File: config.mk
export PLATFORM = sky130hd
export DESIGN_NAME = llc_mem_bridge
export DESIGN_NICKNAME = d
export VERILOG_FILES = /design/src/rtl/llc_mem_bridge_pkg.sv /design/src/rtl/llc_mem_line_buf.sv /design/src/rtl/llc_mem_bridge.sv
export SDC_FILE = /design/constraint.sdc
export NUM_CORES = 1
export LEC_CHECK = 0
export BUFFER_PORTS_ARGS = -buffer_cell sky130_fd_sc_hd__buf_2
export CAP_MARGIN = 10
export CORE_AREA = 2 2 281 283
export DETAILED_ROUTE_END_ITERATION = 16
export DIE_AREA = 0 0 283 285
export PLACE_DENSITY = 0.54
export SYNTH_ARGS = -nofsm -noshare
export SYNTH_HDL_FRONTEND = slang
export SYNTH_SLANG_ARGS = --single-unit
File: constraint.sdc
create_clock -name clk -period 19.1 [get_ports clk]
set_clock_uncertainty 0.05 [all_clocks]
set_input_delay 1.91 -clock clk [delete_from_list [all_inputs] [get_ports clk]]
set_output_delay 1.91 -clock clk [all_outputs]
set_load 0.005 [all_outputs]
File: src/rtl/llc_mem_bridge_pkg.sv
// Shared constants, types and state encoding for the LLC memory bridge.
// Line address plus byte offset is truncated to the memory port address width.
package llc_mem_bridge_pkg;

  localparam int unsigned WordsPerLine = 4;
  localparam int unsigned BitsPerWord  = 64;
  localparam int unsigned LineAddrBits = 28;
  localparam int unsigned AddrBits     = 32;
  localparam int unsigned HprotBits    = 2;
  localparam int unsigned LineBits     = WordsPerLine * BitsPerWord;
  localparam int unsigned OffsetBits   = $clog2(WordsPerLine * BitsPerWord / 8);
  localparam int unsigned CntBits      = $clog2(WordsPerLine);

  typedef logic [BitsPerWord-1:0]  word_t;
  typedef logic [LineBits-1:0]     line_t;
  typedef word_t [WordsPerLine-1:0] line_words_t;
  typedef logic [LineAddrBits-1:0] line_addr_t;
  typedef logic [AddrBits-1:0]     addr_t;
  typedef logic [HprotBits-1:0]    hprot_t;
  typedef logic [CntBits-1:0]      beat_cnt_t;

  localparam beat_cnt_t LastBeat = beat_cnt_t'(WordsPerLine - 1);

  typedef enum logic [2:0] {
    StIdle,
    StCmd,
    StWdata,
    StRdata,
    StRsp
  } bridge_state_e;

  function automatic addr_t line_base(input line_addr_t line_addr);
    logic [LineAddrBits+OffsetBits-1:0] full;
    full = {line_addr, {OffsetBits{1'b0}}};
    return addr_t'(full);
  endfunction

endpackage

File: src/rtl/llc_mem_line_buf.sv
// Line register: whole-line load for writebacks, per-word store for read gather,
// and a word-select mux for serialising writeback beats.
module llc_mem_line_buf
  import llc_mem_bridge_pkg::*;
(
  input  logic      clk_i,
  input  logic      rst_i,
  input  logic      load_i,
  input  line_t     line_i,
  input  logic      we_i,
  input  beat_cnt_t idx_i,
  input  word_t     word_i,
  output line_t     line_o,
  output word_t     word_o
);

  line_words_t words_q, words_d;

  always_comb begin
    words_d = words_q;
    if (load_i) begin
      words_d = line_words_t'(line_i);
    end else if (we_i) begin
      words_d[idx_i] = word_i;
    end
  end

  always_ff @(posedge clk_i or posedge rst_i) begin
    if (rst_i) begin
      words_q <= '0;
    end else begin
      words_q <= words_d;
    end
  end

  assign line_o = line_t'(words_q);
  assign word_o = words_q[idx_i];

endmodule

File: src/rtl/llc_mem_bridge.sv
// Bridges line-granular LLC memory requests onto a word-beat burst memory port.
// All outputs come from registers or state decode; none depend on inputs combinationally.
module llc_mem_bridge
  import llc_mem_bridge_pkg::*;
(
  input  logic       clk,
  input  logic       rst,
  input  logic       llc_mem_req_valid,
  output logic       llc_mem_req_ready,
  input  logic       llc_mem_req_hwrite,
  input  line_addr_t llc_mem_req_addr,
  input  hprot_t     llc_mem_req_hprot,
  input  line_t      llc_mem_req_line,
  output logic       llc_mem_rsp_valid,
  input  logic       llc_mem_rsp_ready,
  output line_t      llc_mem_rsp_line,
  output logic       mem_cmd_valid,
  input  logic       mem_cmd_ready,
  output logic       mem_cmd_write,
  output addr_t      mem_cmd_addr,
  output hprot_t     mem_cmd_hprot,
  output logic       mem_wdata_valid,
  input  logic       mem_wdata_ready,
  output word_t      mem_wdata,
  output logic       mem_wdata_last,
  input  logic       mem_rdata_valid,
  output logic       mem_rdata_ready,
  input  word_t      mem_rdata,
  input  logic       mem_rdata_last,
  output logic       err
);

  bridge_state_e state_q, state_d;
  beat_cnt_t     cnt_q, cnt_d;
  logic          req_ready_q, req_ready_d;
  logic          hwrite_q, hwrite_d;
  line_addr_t    addr_q, addr_d;
  hprot_t        hprot_q, hprot_d;
  logic          err_q, err_d;
  logic          buf_load, buf_we;

  always_comb begin
    state_d  = state_q;
    cnt_d    = cnt_q;
    hwrite_d = hwrite_q;
    addr_d   = addr_q;
    hprot_d  = hprot_q;
    err_d    = err_q;
    buf_load = 1'b0;
    buf_we   = 1'b0;
    case (state_q)
      StIdle: begin
        // ready is registered so the first cycle out of reset does not accept
        if (llc_mem_req_valid && req_ready_q) begin
          hwrite_d = llc_mem_req_hwrite;
          addr_d   = llc_mem_req_addr;
          hprot_d  = llc_mem_req_hprot;
          buf_load = llc_mem_req_hwrite;
          state_d  = StCmd;
        end
      end
      StCmd: begin
        if (mem_cmd_ready) begin
          cnt_d   = '0;
          state_d = hwrite_q ? StWdata : StRdata;
        end
      end
      StWdata: begin
        if (mem_wdata_ready) begin
          cnt_d = cnt_q + 1'b1;
          if (cnt_q == LastBeat) begin
            state_d = StIdle;
          end
        end
      end
      StRdata: begin
        if (mem_rdata_valid) begin
          buf_we = 1'b1;
          cnt_d  = cnt_q + 1'b1;
          // beat count, not the memory's last flag, decides completion
          if (mem_rdata_last != (cnt_q == LastBeat)) begin
            err_d = 1'b1;
          end
          if (cnt_q == LastBeat) begin
            state_d = StRsp;
          end
        end
      end
      StRsp: begin
        if (llc_mem_rsp_ready) begin
          state_d = StIdle;
        end
      end
      default: state_d = StIdle;
    endcase
    req_ready_d = (state_d == StIdle);
  end

  always_ff @(posedge clk or posedge rst) begin
    if (rst) begin
      state_q     <= StIdle;
      cnt_q       <= '0;
      req_ready_q <= 1'b0;
      hwrite_q    <= 1'b0;
      addr_q      <= '0;
      hprot_q     <= '0;
      err_q       <= 1'b0;
    end else begin
      state_q     <= state_d;
      cnt_q       <= cnt_d;
      req_ready_q <= req_ready_d;
      hwrite_q    <= hwrite_d;
      addr_q      <= addr_d;
      hprot_q     <= hprot_d;
      err_q       <= err_d;
    end
  end

  llc_mem_line_buf u_line_buf (
    .clk_i  (clk),
    .rst_i  (rst),
    .load_i (buf_load),
    .line_i (llc_mem_req_line),
    .we_i   (buf_we),
    .idx_i  (cnt_q),
    .word_i (mem_rdata),
    .line_o (llc_mem_rsp_line),
    .word_o (mem_wdata)
  );

  assign llc_mem_req_ready = req_ready_q;
  assign llc_mem_rsp_valid = (state_q == StRsp);
  assign mem_cmd_valid     = (state_q == StCmd);
  assign mem_cmd_write     = hwrite_q;
  assign mem_cmd_addr      = line_base(addr_q);
  assign mem_cmd_hprot     = hprot_q;
  assign mem_wdata_valid   = (state_q == StWdata);
  assign mem_wdata_last    = (state_q == StWdata) && (cnt_q == LastBeat);
  assign mem_rdata_ready   = (state_q == StRdata);
  assign err               = err_q;

endmodule

* Word level (Yosys, flattened, before mapping)
Cells that the tools add are included.
** Word-level totals
- Bits in registers :: 293
- Input bits :: 359
- Word-level logic and storage cells :: 57
** Cells by class
- Add/sub/neg operators :: 1
- Order comparisons :: 2
- Eq/ne operators :: 9
- Multiplexer cells :: 24
- Reduce and logical (&&, ||, !) cells :: 10
** Operators by type and width (count)
- two-way mux 256 bit :: 2
- bitwise mux 256 bit :: 1
- binary-select mux 64 bit (select 2 bit) :: 1
- demux 64 bit (select 2 bit) :: 1
- two-way mux 64 bit :: 2
- two-way mux 3 bit :: 7
- case mux 3 bit (5 select lines) :: 1
- equality test 3 x 2 -> 1 bit (second input constant) :: 2
- zero test 3 bit :: 2
- two-way mux 2 bit :: 3
- case mux 2 bit (3 select lines) :: 1
- two-way mux 1 bit :: 5
- inequality test 2 x 1 -> 1 bit (second input constant) :: 2
- AND reduction 4 bit :: 1
- equality test 3 x 1 -> 1 bit (second input constant) :: 1
- equality test 3 bit (second input constant) :: 1
- logical AND 1 bit :: 3
- < comparator 2 x 3 -> 1 bit (second input constant) :: 1
- AND reduction 3 bit :: 1
- nonzero test 3 bit :: 1
- adder 2 x 1 -> 2 bit (second input constant) :: 1
- equality test 2 bit (second input constant) :: 1
- >= comparator 2 x 1 -> 1 bit (second input constant) :: 1
- inequality test 2 bit (second input constant) :: 1
- 3 further kinds :: 3

* Depth between registers and ports, before layout
- Word-level depth :: 7
- Depth in mapped cells :: 8
- Mapped depth without buffers :: 5

* Modules after synthesis
A second synthesis with hierarchy kept.
** Unflattened totals
- Cells, all modules :: 1595
- Area, all modules :: 15660.0 um^2
** By module, submodules not included
- llc_mem_line_buf :: times used 1, cells an instance 1481, area an instance 13883.3 um^2
- llc_mem_bridge :: times used 1, cells an instance 114, area an instance 1776.7 um^2

* Least setup slack after synthesis
OpenSTA, ideal clock, no wires.
- Path type :: reg2out
- From :: register cnt_q[0]
- To :: output mem_wdata_last
- Data arrival time :: 1595 ps
- Slack :: 15545 ps
- Stages on the path, launching flop included :: 6
- Path buffers :: 3
- Cell sequence :: dfrtp_1 > ha_1 > clkbuf_1 > clkbuf_1 > buf_1 > and2_1
** Between the ends
- Word-level cells in the longest chain between the ends :: 2
** Ends and longest elaborated chain
- from (decl) :: line llc_mem_bridge.sv:34 : beat_cnt_t cnt_q, cnt_d;
- from (signal assigned) :: line llc_mem_bridge.sv:110 : cnt_q <= cnt_d;
- equality test 2 bit :: line llc_mem_bridge.sv:138 : assign mem_wdata_last = (state_q == StWdata) && (cnt_q == LastBeat);
- logical AND 1 bit :: line llc_mem_bridge.sv:138
- to (decl) :: line llc_mem_bridge.sv:25 : output logic mem_wdata_last,
No other way between the ends.

* Worst setup path after layout
- From :: register cnt_q[1]
- To :: output mem_wdata[35]
** Between the ends
- Word-level cells in the longest chain between the ends :: 2
** Ends and longest elaborated chain
- binary-select mux 64 bit (select 2 bit) :: line llc_mem_line_buf.sv:37 : assign word_o = words_q[idx_i];
- two-way mux 64 bit (not written as such) :: line llc_mem_line_buf.sv:37
- to (decl) :: line llc_mem_bridge.sv:24 : output word_t mem_wdata,
No other way between the ends. The select of a mux whose other input is x is not followed.

==> flow_metrics.env <==
export IMPL_port_buffers=714
export IMPL_cp_max_fo=35
export IMPL_r2r_start="state_q[0]$_DFF_PP0_"
export IMPL_synth_seq_cells=293
export IMPL_antenna_left=0
export IMPL_timing_final_max_slew_violations=0
export IMPL_cts_resized=0
export IMPL_grt_max_degree=131
export IMPL_yosys_warnings=0
export IMPL_clk_pin_slew_ns=0.06
export IMPL_worst_slack_ns=14.04
export IMPL_crit_start="cnt_q[1]$_DFFE_PP0P_"
export IMPL_cap_violations=0
export IMPL_ff_latch_area_sq_mm=0.00734
export IMPL_worst_path_largest_cell_delay_ns=0.90
export IMPL_placed_cell_area_sq_mm=0.0210
export IMPL_final_cell_mix="713 x buf_2, 291 x dfrtp_1, 193 x o21ai_0"
export IMPL_rsz0062_at_grt="no"
export IMPL_ys_async_sr_fraction=1.00
export IMPL_path_delay_family="flip-flops"
export IMPL_critPathLaunchType="flop"
export IMPL_synth_cell_types=47
export IMPL_total_power_mw=3.82
export IMPL_path_buf_inv=2
export IMPL_period_share=0.265
export IMPL_vias_per_cell=5.33
export IMPL_first_global_vias=17700
export IMPL_dp_hpwl_mm=56.6
export IMPL_nets=2615
export IMPL_gr_total_overflow=0
export IMPL_first_pass_iters=5
export IMPL_synthCells=1685
export IMPL_synth_flop_cell="dfrtp_1"
export IMPL_crit_slowest_cell="dfrtp_4"
export IMPL_die_w_microns=283
export IMPL_gp_congestion=0.825
export IMPL_hold_depth=1
export IMPL_numCtsBuffers=40
export IMPL_max_vdd_ir_drop_mv=0.0935
export IMPL_synth_edf_count=0
export IMPL_rr_endpoint="u_line_buf.line_o[210]$_DFFE_PP0P_"
export IMPL_core_area_sq_mm=0.0780
export IMPL_stdcell_area_sq_mm=0.0223
export IMPL_grt_use_total=0.206
export IMPL_cts_sinks=293
export IMPL_leakage_nw=9.29
export IMPL_clock_latency_ns=0.56
export IMPL_htreeDepth=2
export IMPL_finalHoldViolations=0
export IMPL_worstHoldStart="err$_DFFE_PP0P_"
export IMPL_drive_gt1_frac=0.438
export IMPL_place_ws_ns=13.76
export IMPL_max_freq_mhz=198
export IMPL_min_path_type="flop to flop"
export IMPL_avgRoutedWirePerCell_microns=26.0
export IMPL_setup_violations=0
export IMPL_yosysTopAreaCellShare=0.436
export IMPL_cts_tree="yes"
export IMPL_critPathCaptureType="output pin"
export IMPL_rr_worst_depth=6
export IMPL_postCtsSetupRepairBufs=0
export IMPL_antenna_found_initial=17
export IMPL_dieArea_sq_mm=0.0807
export IMPL_final_common_cell="buf_2"
export IMPL_ys_seq_area_frac=0.436
export IMPL_n_fill_cell=8303
export IMPL_syn_area_per_cell_sq_um=9.98
export IMPL_min_to="err$_DFFE_PP0P_"
export IMPL_critPathRequiredTime_ns=17.14
export IMPL_die_h_microns=285
export IMPL_synthTopCellsByArea="dfrtp_1 44%, mux4_2 8.6%, a31oi_1 7.1%"
export IMPL_worst_pin_slew_ns=1.15
export IMPL_timing_setup_tns_ns=0
export IMPL_placementRows=103
export IMPL_synth_area_leader_cell="dfrtp_1"
export IMPL_drtIter0Drc=1435
export IMPL_routed_wl_mm=86.7
export IMPL_min_period_ns=5.06
export IMPL_multi_input_area_sq_mm=0.00845
export IMPL_crit_chain="buf_4 -> mux4_2 -> buf_2"
export IMPL_power_density_mw_per_mm2=171
export IMPL_synth_area_sq_mm=0.0168
export IMPL_vias=17800
export IMPL_critPathKind="flop to output pin"
export IMPL_grt_pass1_wl_mm=126
export IMPL_start_util=0.216
export IMPL_status="finished, final reports clean"
export IMPL_syn2layout_area_growth_pct=32.6
export IMPL_pin_count=721
export IMPL_reg2reg_slack_ns=14.90
export IMPL_root_buffer="clkbuf_16"
export IMPL_worstPathArrival_ns=3.10
export IMPL_clk_path_buf_depth=3
export IMPL_cts_hold_buf=0
export IMPL_drc=0
export IMPL_slew_limit_headroom=0.233
[worst max path at each step]
stage	endpoint	slack, ns	cells past startpoint
floorplan	addr_q[0]$_DFFE_PP0P_	9.05	1
global placement	u_line_buf.line_o[210]$_DFFE_PP0P_	13.76	7
detailed placement	u_line_buf.line_o[210]$_DFFE_PP0P_	13.76	7
CTS	mem_wdata_last	13.95	4
global route	mem_wdata[23]	13.88	3
finish	mem_wdata[35]	14.04	3
[per-layer routing]
metal	track usage	vias up	wire, microns
met4	0.0660	18	2450
met2	0.335	988	41400
met1	0.270	8988	35600
met5	0	-	122
li1	-	7636	-
met3	0.0472	135	7030
[state kept, by name (all words and copies together) (netlist names)]
name and flops:
addr_q 27, cnt_q 2, err 1, llc_mem_req_ready 1, mem_cmd_hprot 2, mem_cmd_write 1
state_q 3, u_line_buf.line_o 256
[worst register-to-register path, cell delays in order, from the launching register on]
cell	delay, ns
dfrtp_1	0.76
or4b_4	0.59
buf_4	0.65
buf_4	0.79
buf_4	0.87
or3_1	0.27
o311a_1	0.14
[logic make-up (layout without fill, tap and decap cells)]
kind of cell / after synthesis / in the layout / synth area share
flip-flops: 293 / 293 / 0.436
adder cells (fa/ha/maj): 4 / 4 / 0.00298
AO/OA/AOI/OAI: 505 / 505 / 0.187
multiplexers: 94 / 94 / 0.106
buffers and inverters: 250 / 838 / 0.0675
XOR/XNOR: 1 / 1 / 0.000521
AND/OR/NAND/NOR: 537 / 537 / 0.200
other: 1 / 12 / 0.000223
[cells in the mapped netlist (4+ instances only)]
cell      count
a21boi_0     46
a31oi_1     192
and3_1       46
buf_1        17
buf_2        61
buf_4         8
buf_6        12
clkbuf_1    126
dfrtp_1     293
ha_1          4
inv_1        24
mux2_2       29
mux4_2       64
nand3_1     163
nand3b_1      5
nand4_1      64
nor3_1      113
nor3_2       80
o211ai_1      4
o21ai_0     193
o311ai_0     11
o311ai_1      5
o31a_1       45
or3_1        48
[where the power goes]
part | internal, mW | switching [mW] | leakage, nW
clock network | 0.430 | 0.319 | 0.610
registers | 0.936 | 0.339 | 3.54
logic | 0.793 | 1.01 | 5.14
[stage by stage]
stage,std cells,util,hold WS [ns]
after global routing,3332,0.286,0.453
after floorplan,1689,-,0.401
final,3334,0.286,0.405
after detailed placement,3260,0.270,0.396
after CTS,3327,0.286,0.411
after global placement,3260,0.270,0.398
[layout make-up]
class | count | area share
Tap cell | 1050 | 0.0589
Timing Repair Buffer | 745 | 0.171
Clock buffer | 55 | 0.0511
Sequential cell | 293 | 0.329
Clock inverter | 12 | 0.00488
Multi-Input combinational cell | 1146 | 0.379
Antenna cell | 7 | 0.000785
Inverter | 26 | 0.00482
No activity file was read; power rests on OpenSTA's default activity.
